--- src/rtl/mips_ctrl_fsm.sv ---
// Multi-cycle MIPS control sequencer: fetches one instruction, reads operands through a
// single-port register file, drives the ALU, writes back and issues PC advance/branch commands.
module mips_ctrl_fsm #(
  parameter int WORD_SIZE = 32,
  parameter int OP_SIZE   = 4,
  parameter int CNT_SIZE  = 16
) (
  input  logic                 clk,
  input  logic                 rst,
  input  logic                 step,
  input  logic [WORD_SIZE-1:0] pc_counter,
  output logic                 instr_req,
  input  logic                 instr_valid,
  input  logic [WORD_SIZE-1:0] instr,
  output logic                 reg_on,
  output logic                 reg_w,
  output logic [WORD_SIZE-1:0] reg_addr,
  output logic [WORD_SIZE-1:0] reg_data_in,
  input  logic [WORD_SIZE-1:0] reg_data_out,
  output logic [WORD_SIZE-1:0] data_1,
  output logic [WORD_SIZE-1:0] data_2,
  output logic [OP_SIZE-1:0]   sel,
  input  logic [WORD_SIZE-1:0] alu_out,
  input  logic                 alu_zero_flag,
  output logic                 pc_offset,
  output logic                 load_pc,
  output logic [WORD_SIZE-1:0] pc_data,
  output logic                 instr_done,
  output logic [CNT_SIZE-1:0]  instr_count,
  output logic                 halted
);

  typedef enum logic [2:0] {
    S_IDLE, S_FETCH, S_RD_RS, S_RD_RT, S_EXEC, S_WB, S_BR, S_HALT
  } state_e;

  localparam logic [5:0] OPC_RTYPE = 6'h00;
  localparam logic [5:0] OPC_ADDI  = 6'h08;
  localparam logic [5:0] OPC_BEQ   = 6'h04;
  localparam logic [5:0] FN_ADD    = 6'h20;
  localparam logic [5:0] FN_SUB    = 6'h22;
  localparam logic [5:0] FN_AND    = 6'h24;
  localparam logic [5:0] FN_OR     = 6'h25;
  localparam logic [5:0] FN_SLT    = 6'h2A;

  function automatic logic is_legal(input logic [5:0] op, input logic [5:0] fn);
    logic ok;
    ok = 1'b0;
    case (op)
      OPC_ADDI, OPC_BEQ: ok = 1'b1;
      OPC_RTYPE: ok = (fn == FN_ADD) || (fn == FN_SUB) || (fn == FN_AND) ||
                      (fn == FN_OR)  || (fn == FN_SLT);
      default:   ok = 1'b0;
    endcase
    return ok;
  endfunction

  function automatic logic [OP_SIZE-1:0] alu_sel(input logic [5:0] op, input logic [5:0] fn);
    logic [OP_SIZE-1:0] s;
    s = '0;
    if (op == OPC_BEQ) begin
      s = OP_SIZE'(1);
    end else if (op == OPC_RTYPE) begin
      case (fn)
        FN_SUB:  s = OP_SIZE'(1);
        FN_AND:  s = OP_SIZE'(2);
        FN_OR:   s = OP_SIZE'(3);
        FN_SLT:  s = OP_SIZE'(4);
        default: s = '0;
      endcase
    end
    return s;
  endfunction

  function automatic logic [WORD_SIZE-1:0] sext16(input logic [15:0] imm);
    return {{(WORD_SIZE-16){imm[15]}}, imm};
  endfunction

  state_e                 state_q, state_d;
  logic [31:0]            ir_q, ir_d;
  logic [WORD_SIZE-1:0]   a_q, a_d;
  logic [WORD_SIZE-1:0]   r_q, r_d;
  logic                   z_q, z_d;
  logic [CNT_SIZE-1:0]    cnt_q, cnt_d;
  logic [WORD_SIZE-1:0]   d1_q, d1_d, d2_q, d2_d;
  logic [OP_SIZE-1:0]     sel_q, sel_d;
  logic [WORD_SIZE-1:0]   raddr_q, raddr_d, rdin_q, rdin_d, pcd_q, pcd_d;

  logic [5:0]             op_w, fn_w;
  logic [4:0]             rs_w, rt_w, rd_w, dest_w;
  logic                   is_addi_w, is_beq_w;

  assign op_w      = ir_q[31:26];
  assign rs_w      = ir_q[25:21];
  assign rt_w      = ir_q[20:16];
  assign rd_w      = ir_q[15:11];
  assign fn_w      = ir_q[5:0];
  assign is_addi_w = (op_w == OPC_ADDI);
  assign is_beq_w  = (op_w == OPC_BEQ);
  assign dest_w    = is_addi_w ? rt_w : rd_w;

  always_ff @(posedge clk or negedge rst) begin
    if (!rst) begin
      state_q <= S_IDLE;
      ir_q    <= '0;
      a_q     <= '0;
      r_q     <= '0;
      z_q     <= 1'b0;
      cnt_q   <= '0;
      d1_q    <= '0;
      d2_q    <= '0;
      sel_q   <= '0;
      raddr_q <= '0;
      rdin_q  <= '0;
      pcd_q   <= '0;
    end else begin
      state_q <= state_d;
      ir_q    <= ir_d;
      a_q     <= a_d;
      r_q     <= r_d;
      z_q     <= z_d;
      cnt_q   <= cnt_d;
      d1_q    <= d1_d;
      d2_q    <= d2_d;
      sel_q   <= sel_d;
      raddr_q <= raddr_d;
      rdin_q  <= rdin_d;
      pcd_q   <= pcd_d;
    end
  end

  // ALU result capture kept apart so the ALU feedback path never loops through the FSM block.
  always_comb begin
    r_d = r_q;
    z_d = z_q;
    if (state_q == S_EXEC) begin
      r_d = alu_out;
      z_d = alu_zero_flag;
    end
  end

  always_comb begin
    state_d    = state_q;
    ir_d       = ir_q;
    a_d        = a_q;
    cnt_d      = cnt_q;
    d1_d       = d1_q;
    d2_d       = d2_q;
    sel_d      = sel_q;
    raddr_d    = raddr_q;
    rdin_d     = rdin_q;
    pcd_d      = pcd_q;
    instr_req  = 1'b0;
    reg_on     = 1'b0;
    reg_w      = 1'b0;
    pc_offset  = 1'b0;
    load_pc    = 1'b0;
    instr_done = 1'b0;
    halted     = 1'b0;
    case (state_q)
      S_IDLE: begin
        if (step) state_d = S_FETCH;
      end
      S_FETCH: begin
        instr_req = 1'b1;
        if (instr_valid) begin
          ir_d    = instr[31:0];
          state_d = is_legal(instr[31:26], instr[5:0]) ? S_RD_RS : S_HALT;
        end
      end
      S_RD_RS: begin
        reg_on  = 1'b1;
        raddr_d = WORD_SIZE'(rs_w);
        state_d = is_addi_w ? S_EXEC : S_RD_RT;
      end
      S_RD_RT: begin
        reg_on  = 1'b1;
        a_d     = reg_data_out;
        raddr_d = WORD_SIZE'(rt_w);
        state_d = S_EXEC;
      end
      S_EXEC: begin
        // Operands are forwarded straight from the read port in the cycle they arrive.
        sel_d = alu_sel(op_w, fn_w);
        if (is_addi_w) begin
          a_d  = reg_data_out;
          d1_d = reg_data_out;
          d2_d = sext16(ir_q[15:0]);
        end else begin
          d1_d = a_q;
          d2_d = reg_data_out;
        end
        cnt_d   = cnt_q + CNT_SIZE'(1);
        state_d = is_beq_w ? S_BR : S_WB;
      end
      S_WB: begin
        raddr_d    = WORD_SIZE'(dest_w);
        rdin_d     = r_q;
        reg_on     = (dest_w != 5'd0);
        reg_w      = (dest_w != 5'd0);
        pc_offset  = 1'b1;
        instr_done = 1'b1;
        state_d    = S_IDLE;
      end
      S_BR: begin
        instr_done = 1'b1;
        if (z_q) begin
          load_pc = 1'b1;
          pcd_d   = pc_counter + WORD_SIZE'(4) + (sext16(ir_q[15:0]) << 2);
        end else begin
          pc_offset = 1'b1;
        end
        state_d = S_IDLE;
      end
      S_HALT: begin
        halted = 1'b1;
      end
      default: state_d = S_IDLE;
    endcase
  end

  assign data_1      = d1_d;
  assign data_2      = d2_d;
  assign sel         = sel_d;
  assign reg_addr    = raddr_d;
  assign reg_data_in = rdin_d;
  assign pc_data     = pcd_d;
  assign instr_count = cnt_q;

endmodule

--- config.mk ---
export PLATFORM = sky130hd
export DESIGN_NAME = mips_ctrl_fsm
export DESIGN_NICKNAME = d
export VERILOG_FILES = /design/src/rtl/mips_ctrl_fsm.sv
export SDC_FILE = /design/constraint.sdc
export NUM_CORES = 1
export LEC_CHECK = 0
export BUFFER_PORTS_ARGS = -buffer_cell sky130_fd_sc_hd__buf_4
export CELL_PAD_IN_SITES_DETAIL_PLACEMENT = 0
export CELL_PAD_IN_SITES_GLOBAL_PLACEMENT = 2
export CORE_MARGIN = 2
export CORE_UTILIZATION = 30
export CTS_BUF_LIST = sky130_fd_sc_hd__clkbuf_16
export CTS_CLUSTER_DIAMETER = 30
export CTS_CLUSTER_SIZE = 16
export DETAILED_ROUTE_END_ITERATION = 12
export GPL_TIMING_DRIVEN = 0
export PLACE_DENSITY = 0.87
export SYNTH_ARGS = -nofsm -noshare
export SYNTH_HDL_FRONTEND = slang
export SYNTH_SLANG_ARGS = --single-unit
--- constraint.sdc ---
create_clock -name clk -period 3.7 [get_ports clk]
set_input_delay 0.74 -clock clk [delete_from_list [all_inputs] [get_ports clk]]
set_output_delay 0.74 -clock clk [all_outputs]
set_load 0.1 [all_outputs]
==> Yosys cells after proc, flatten, opt, wreduce, memory -nomap -nowiden <==
Index checks and enable logic that the tools add are counted.
{ "word_totals": {"regBits": 280, "latch_bits": 0, "ram_bits": 0, "romBits": 0, "input_bits": 133, "out_inout_bits": 187, "n_memories": 0} }
{ "classes": {"n_addsub": 3, "mul": 0, "n_div": 0, "n_lt_le_gt_ge": 0, "n_eq_ne": 22, "n_shift": 0, "muxes": 32, "n_bitwise": 0, "n_reduce_logical": 15} }
{ "ops": {"columns": ["op", "count"], "rows": [
  ["$mux 32", 7],
  ["$pmux 32 s3", 1],
  ["$pmux 32 s2", 1],
  ["$eq 6x6->1 const B", 9],
  ["$add 32x3->32 const B", 1],
  ["$add 32x32->32", 1],
  ["$mux 3", 6],
  ["$pmux 3 s6", 1],
  ["$add 16x1->16 const B", 1],
  ["$eq 3x3->1 const B", 4],
  ["$eq 6x3->1 const B", 2],
  ["$eq 6x4->1 const B", 2],
  ["$logic_not 6->1", 2],
  ["$pmux 3 s4", 1],
  ["$mux 1", 9],
  ["$eq 3x2->1 const B", 2],
  ["$pmux 1 s2", 3],
  ["$reduce_bool 6->1", 1],
  ["$reduce_or 2->1", 3],
  ["$mux 5", 1],
  ["$reduce_bool 5->1", 1],
  ["$logic_or 1x1->1", 4],
  ["$mux 4", 1],
  ["$ne 2x2->1 const B", 2],
  ["other kinds (6)", 6]
]} }

==> Depth between registers and ports, before layout <==
{ "depth": {"word_depth": 11, "depth_mapped": 12, "mapped_depth_nobuf": 12} }

==> Least setup slack after synthesis <==
Ideal clock, no wire load.
{ "synth_timing": {"path_kind": "input to output", "start": "input pc_counter[3]", "end": "output pc_data[29]", "arrival_ns": 5.012, "required_time_ns": 2.960, "slack_ns": -2.052, "cell_stages": 10, "n_path_buf": 0, "cell_sequence": "ha_1 ha_1 fa_1 a211oi_1 o21bai_1 a21oi_2 nor4_1 o2111ai_1 a21boi_0 o31ai_1"} }
{ "synth_via": {"elab_chain_cells": 4} }
{ "synth_rtl": {"columns": ["element", "line_no", "text"], "rows": [
  ["start: declaration", "11", "input logic [WORD_SIZE-1:0] pc_counter,"],
  ["$add 32x3->32", "209", "pcd_d = pc_counter + WORD_SIZE'(4) + (sext16(ir_q[15:0]) << 2);"],
  ["$add 32x32->32", "209", null],
  ["$mux 32", "207", "if (z_q) begin"],
  ["$mux 32", "160", "case (state_q)"],
  ["end: declaration", "27", "output logic [WORD_SIZE-1:0] pc_data,"]
]} }
Every way passes these cells.

==> Worst setup path in the final report <==
{ "layout_timing": {"start": "register ir_q[7]", "end": "output pc_data[31]"} }
{ "layout_via": {"elab_chain_cells": 3} }
{ "layout_rtl": {"columns": ["element", "line_no", "text"], "rows": [
  ["start: declaration", "80", "logic [31:0] ir_q, ir_d;"],
  ["start signal: assignment", "118", "ir_q <= ir_d;"],
  ["$add 32x32->32", "209", null],
  ["$mux 32", "207", null],
  ["$mux 32", "160", null]
]} }
Every way passes these cells.

==> run_results.csv <==
group,metric,value,unit
clock_network,postCtsHoldBufs,0,
yosys,synth_nets,1464,
detailed_routing,dr.first_iter.drc_count,548,
timing,hold_viol_final,0,
floorplan,num_rows,76,
clock_network,cts_buffer_depth,3,
timing,slew-limit-headroom,0.540,
yosys,synth_top_area_frac,0.537,
timing,tns,-7340,ps
timing,max_freq,239,MHz
detailed_routing,routed_wl,42500,microns
timing,setup_viol,21,
clock_network,clk_pin_slew,40,ps
worst_setup_path,critPathMaxFanout,4,
floorplan,core,43000,sq um
floorplan,io_pins,320,
timing,finalMaxSlewViolations,0,
job,drv_cap,0,
timing,worstMarginPinSlew,689,ps
timing,rsz0062_at_grt,"true",
yosys,syn_inst,1272,
worst_setup_path,cp.required,2960,ps
timing,period_share,1.13,
worst_setup_path,cp-start-kind,"register",
clock_network,ctsRootBufferMaster,"clkbuf_16",
worst_setup_path,crit_type,"register to output pin",
finish,final_net_count,1898,
detailed_routing,drc,0,
global_route,globalRouteTotalUtil,0.190,
yosys,synth_area,13100,sq um
yosys,async_flop_share,1.00,
finish,drive_above_1_share,0.414,
floorplan,dieArea,45200,sq um
yosys,synth_cell_types,60,
floorplan,die_w,213,microns
detailed_routing,dr.pass1.iters,5,
yosys,yosysSeqAreaShare,0.537,
yosys,synth_seq_cells,280,
global_route,grt_pass1_wl,65500,microns
clock_network,clk_latency,580,ps
status,violations,"setup timing",
clock_network,cts.sinks,280,
placed_design,port_buffers,319,
placed_design,place_hpwl,30800,microns
worst_hold_path,min_path_type,"input pin to async pin",
global_route,antenna_found_initial,3,
floorplan,start_util,0.304,
yosys,synth-edff-count,0,
floorplan,die_h,213,microns
finish,syn2layout_area_growth,57.9,%
clock_network,h-tree-depth,3,
detailed_routing,detail_route.vias_per_cell,4.71,
global_route,grt_overflow,0,
clock_network,numCtsBuffers,76,
yosys,yosys_warnings,0,
placed_design,gp_congestion,0.828,
timing,fin_worst_skew,18.8,ps
yosys,synth_ff_type,"dfrtp_1",
global_route,grt_pass1_vias,11400,
global_route,grt_max_degree,107,
yosys,yosys.area.top_type,"dfrtp_1",
yosys,synth_area_per_cell,10.3,sq um
worst_setup_path,endpoint_kind,"output pin",
clock_network,cts_tree,"yes",
timing,fin_crit,4190,ps
detailed_routing,wl_per_cell,18.1,microns
status,status,"complete, but fails checks",
detailed_routing,vias,11100,
yosys,synth_area_leaders,"dfrtp_1 54%, nand2_1 9.4%, ha_1 5.6%",
detailed_routing,ant_nets,0,
timing,worst_slack,-491,ps
worst_setup_path,crit_arrival,3450,ps
logic make-up (layout without fill, tap and decap cells):
family | Yosys count | count (layout) | share of synthesized area
AOI/OAI and AO/OA | 224 | 224 | 0.101
buffers and inverters | 91 | 580 | 0.0309
adders and majority gates | 59 | 59 | 0.0571
muxes | 119 | 119 | 0.0973
other | 0 | 2 | 0
DFF | 280 | 280 | 0.537
xor gates and xnor gates | 38 | 38 | 0.0255
and+or+nand+nor | 461 | 461 | 0.151
cell usage in the layout, fill, tap and decap left out, types with 11 or more instances in the layout:
cell type / n
and3_1: 33
xnor2_1: 18
buf_6: 19
o21ai_0: 12
o21ai_4: 15
a21oi_2: 11
ha_1: 30
nand4_1: 14
nor2_1: 26
clkbuf_2: 23
buf_12: 22
buf_4: 324
a21oi_1: 44
dfrtp_1: 271
clkbuf_1: 24
bufinv_16: 15
clkbuf_16: 77
mux2_2: 63
mux2i_1: 56
o21ai_1: 68
nand2_1: 324
a21o_1: 11
ha_4: 23
nand3_1: 12
inv_1: 18
registers in the layout (all words and copies together), names as in the netlist:
signal       flops
r_q             32
state_q          3
d2_q            32
rdin_q          32
d1_q            32
ir_q            32
z_q              1
sel_q            4
instr_count     16
pcd_q           32
raddr_q         32
a_q             32
worst max-delay path, stage by stage, from the launching register on:
cell       delay, ps
dfrtp_1          410
ha_4             290
ha_4             200
a21o_4           210
a221o_1          380
buf_6            150
a21oi_4          210
o31ai_4          150
a2111oi_4        350
nor3_1            70
nand3b_1         240
buf_12           220
cell type report:
class | count | area [sq um]
timing repair buffer | 362 | 3090
clock buffer | 77 | 1930
inverter | 13 | 51.3
multi-input combinational | 901 | 6700
antenna | 2 | 5.00
tap | 585 | 732
buffer | 72 | 372
sequential | 280 | 7020
fill | 4014 | 22400
clock inverter | 56 | 711
per-stage QoR:
step	worst slack [ps]	hold slack, ps	cell area, sq um	util	instances
3_5_place_dp	-580	459	16900	0.392	2178
5_1_grt	-634	194	20600	0.479	2347
3_3_place_gp	-674	455	16800	0.391	2176
6_report	-491	155	20600	0.479	2348
4_1_cts	-544	158	20200	0.471	2334
2_1_floorplan	-680	444	13700	-	1272
per-layer routing:
layer | part of all wire | global-route usage | up-vias | wire length (microns)
li1 | - | - | 5291 | -
met1 | 0.44 | 0.245 | 5387 | 18500
met2 | 0.47 | 0.301 | 298 | 20000
met3 | 0.068 | 0.0563 | 77 | 2880
met4 | 0.025 | 0.0661 | 2 | 1080
met5 | 0.00038 | 0 | - | 16
cells in the mapped netlist (5+ instances only):
library cell,count
buf_1,7
mux2_2,63
a211oi_1,6
nand4_1,14
nand3_1,15
inv_1,13
xor2_1,15
a21oi_1,58
ha_1,58
and3_1,34
a31oi_1,8
mux2i_1,56
xnor2_1,23
a21o_1,11
nand2_1,326
nor2b_1,5
nor3_1,12
nor4_1,6
buf_2,9
dfrtp_1,280
nor2_1,32
clkbuf_1,53
o21ai_0,104
repair_timing:
action	4_1_cts	5_1_grt
setup buffers	26	16
setup endpoints to repair	123	101
resized for setup	151	62
cloned	0	0
pin swaps	40	37
final timing paths:
kind | from | endpoint | slack [ps] | cells past startpoint
max | ir_q[7] | pc_data[31] | -490 | 11
min | rst | raddr_q[13] | 160 | 1
max reg2reg | ir_q[7] | pcd_q[31] | 870 | 10
min reg2reg | pcd_q[8] | pcd_q[8] | 460 | 2
max in group asynchronous | rst | ir_q[12] | 2510 | 2
min in group clk | alu_out[0] | r_q[0] | 360 | 3
Power is not shown: default switching activity piles up to over one toggle a cycle in this logic, so the estimate is an artifact.
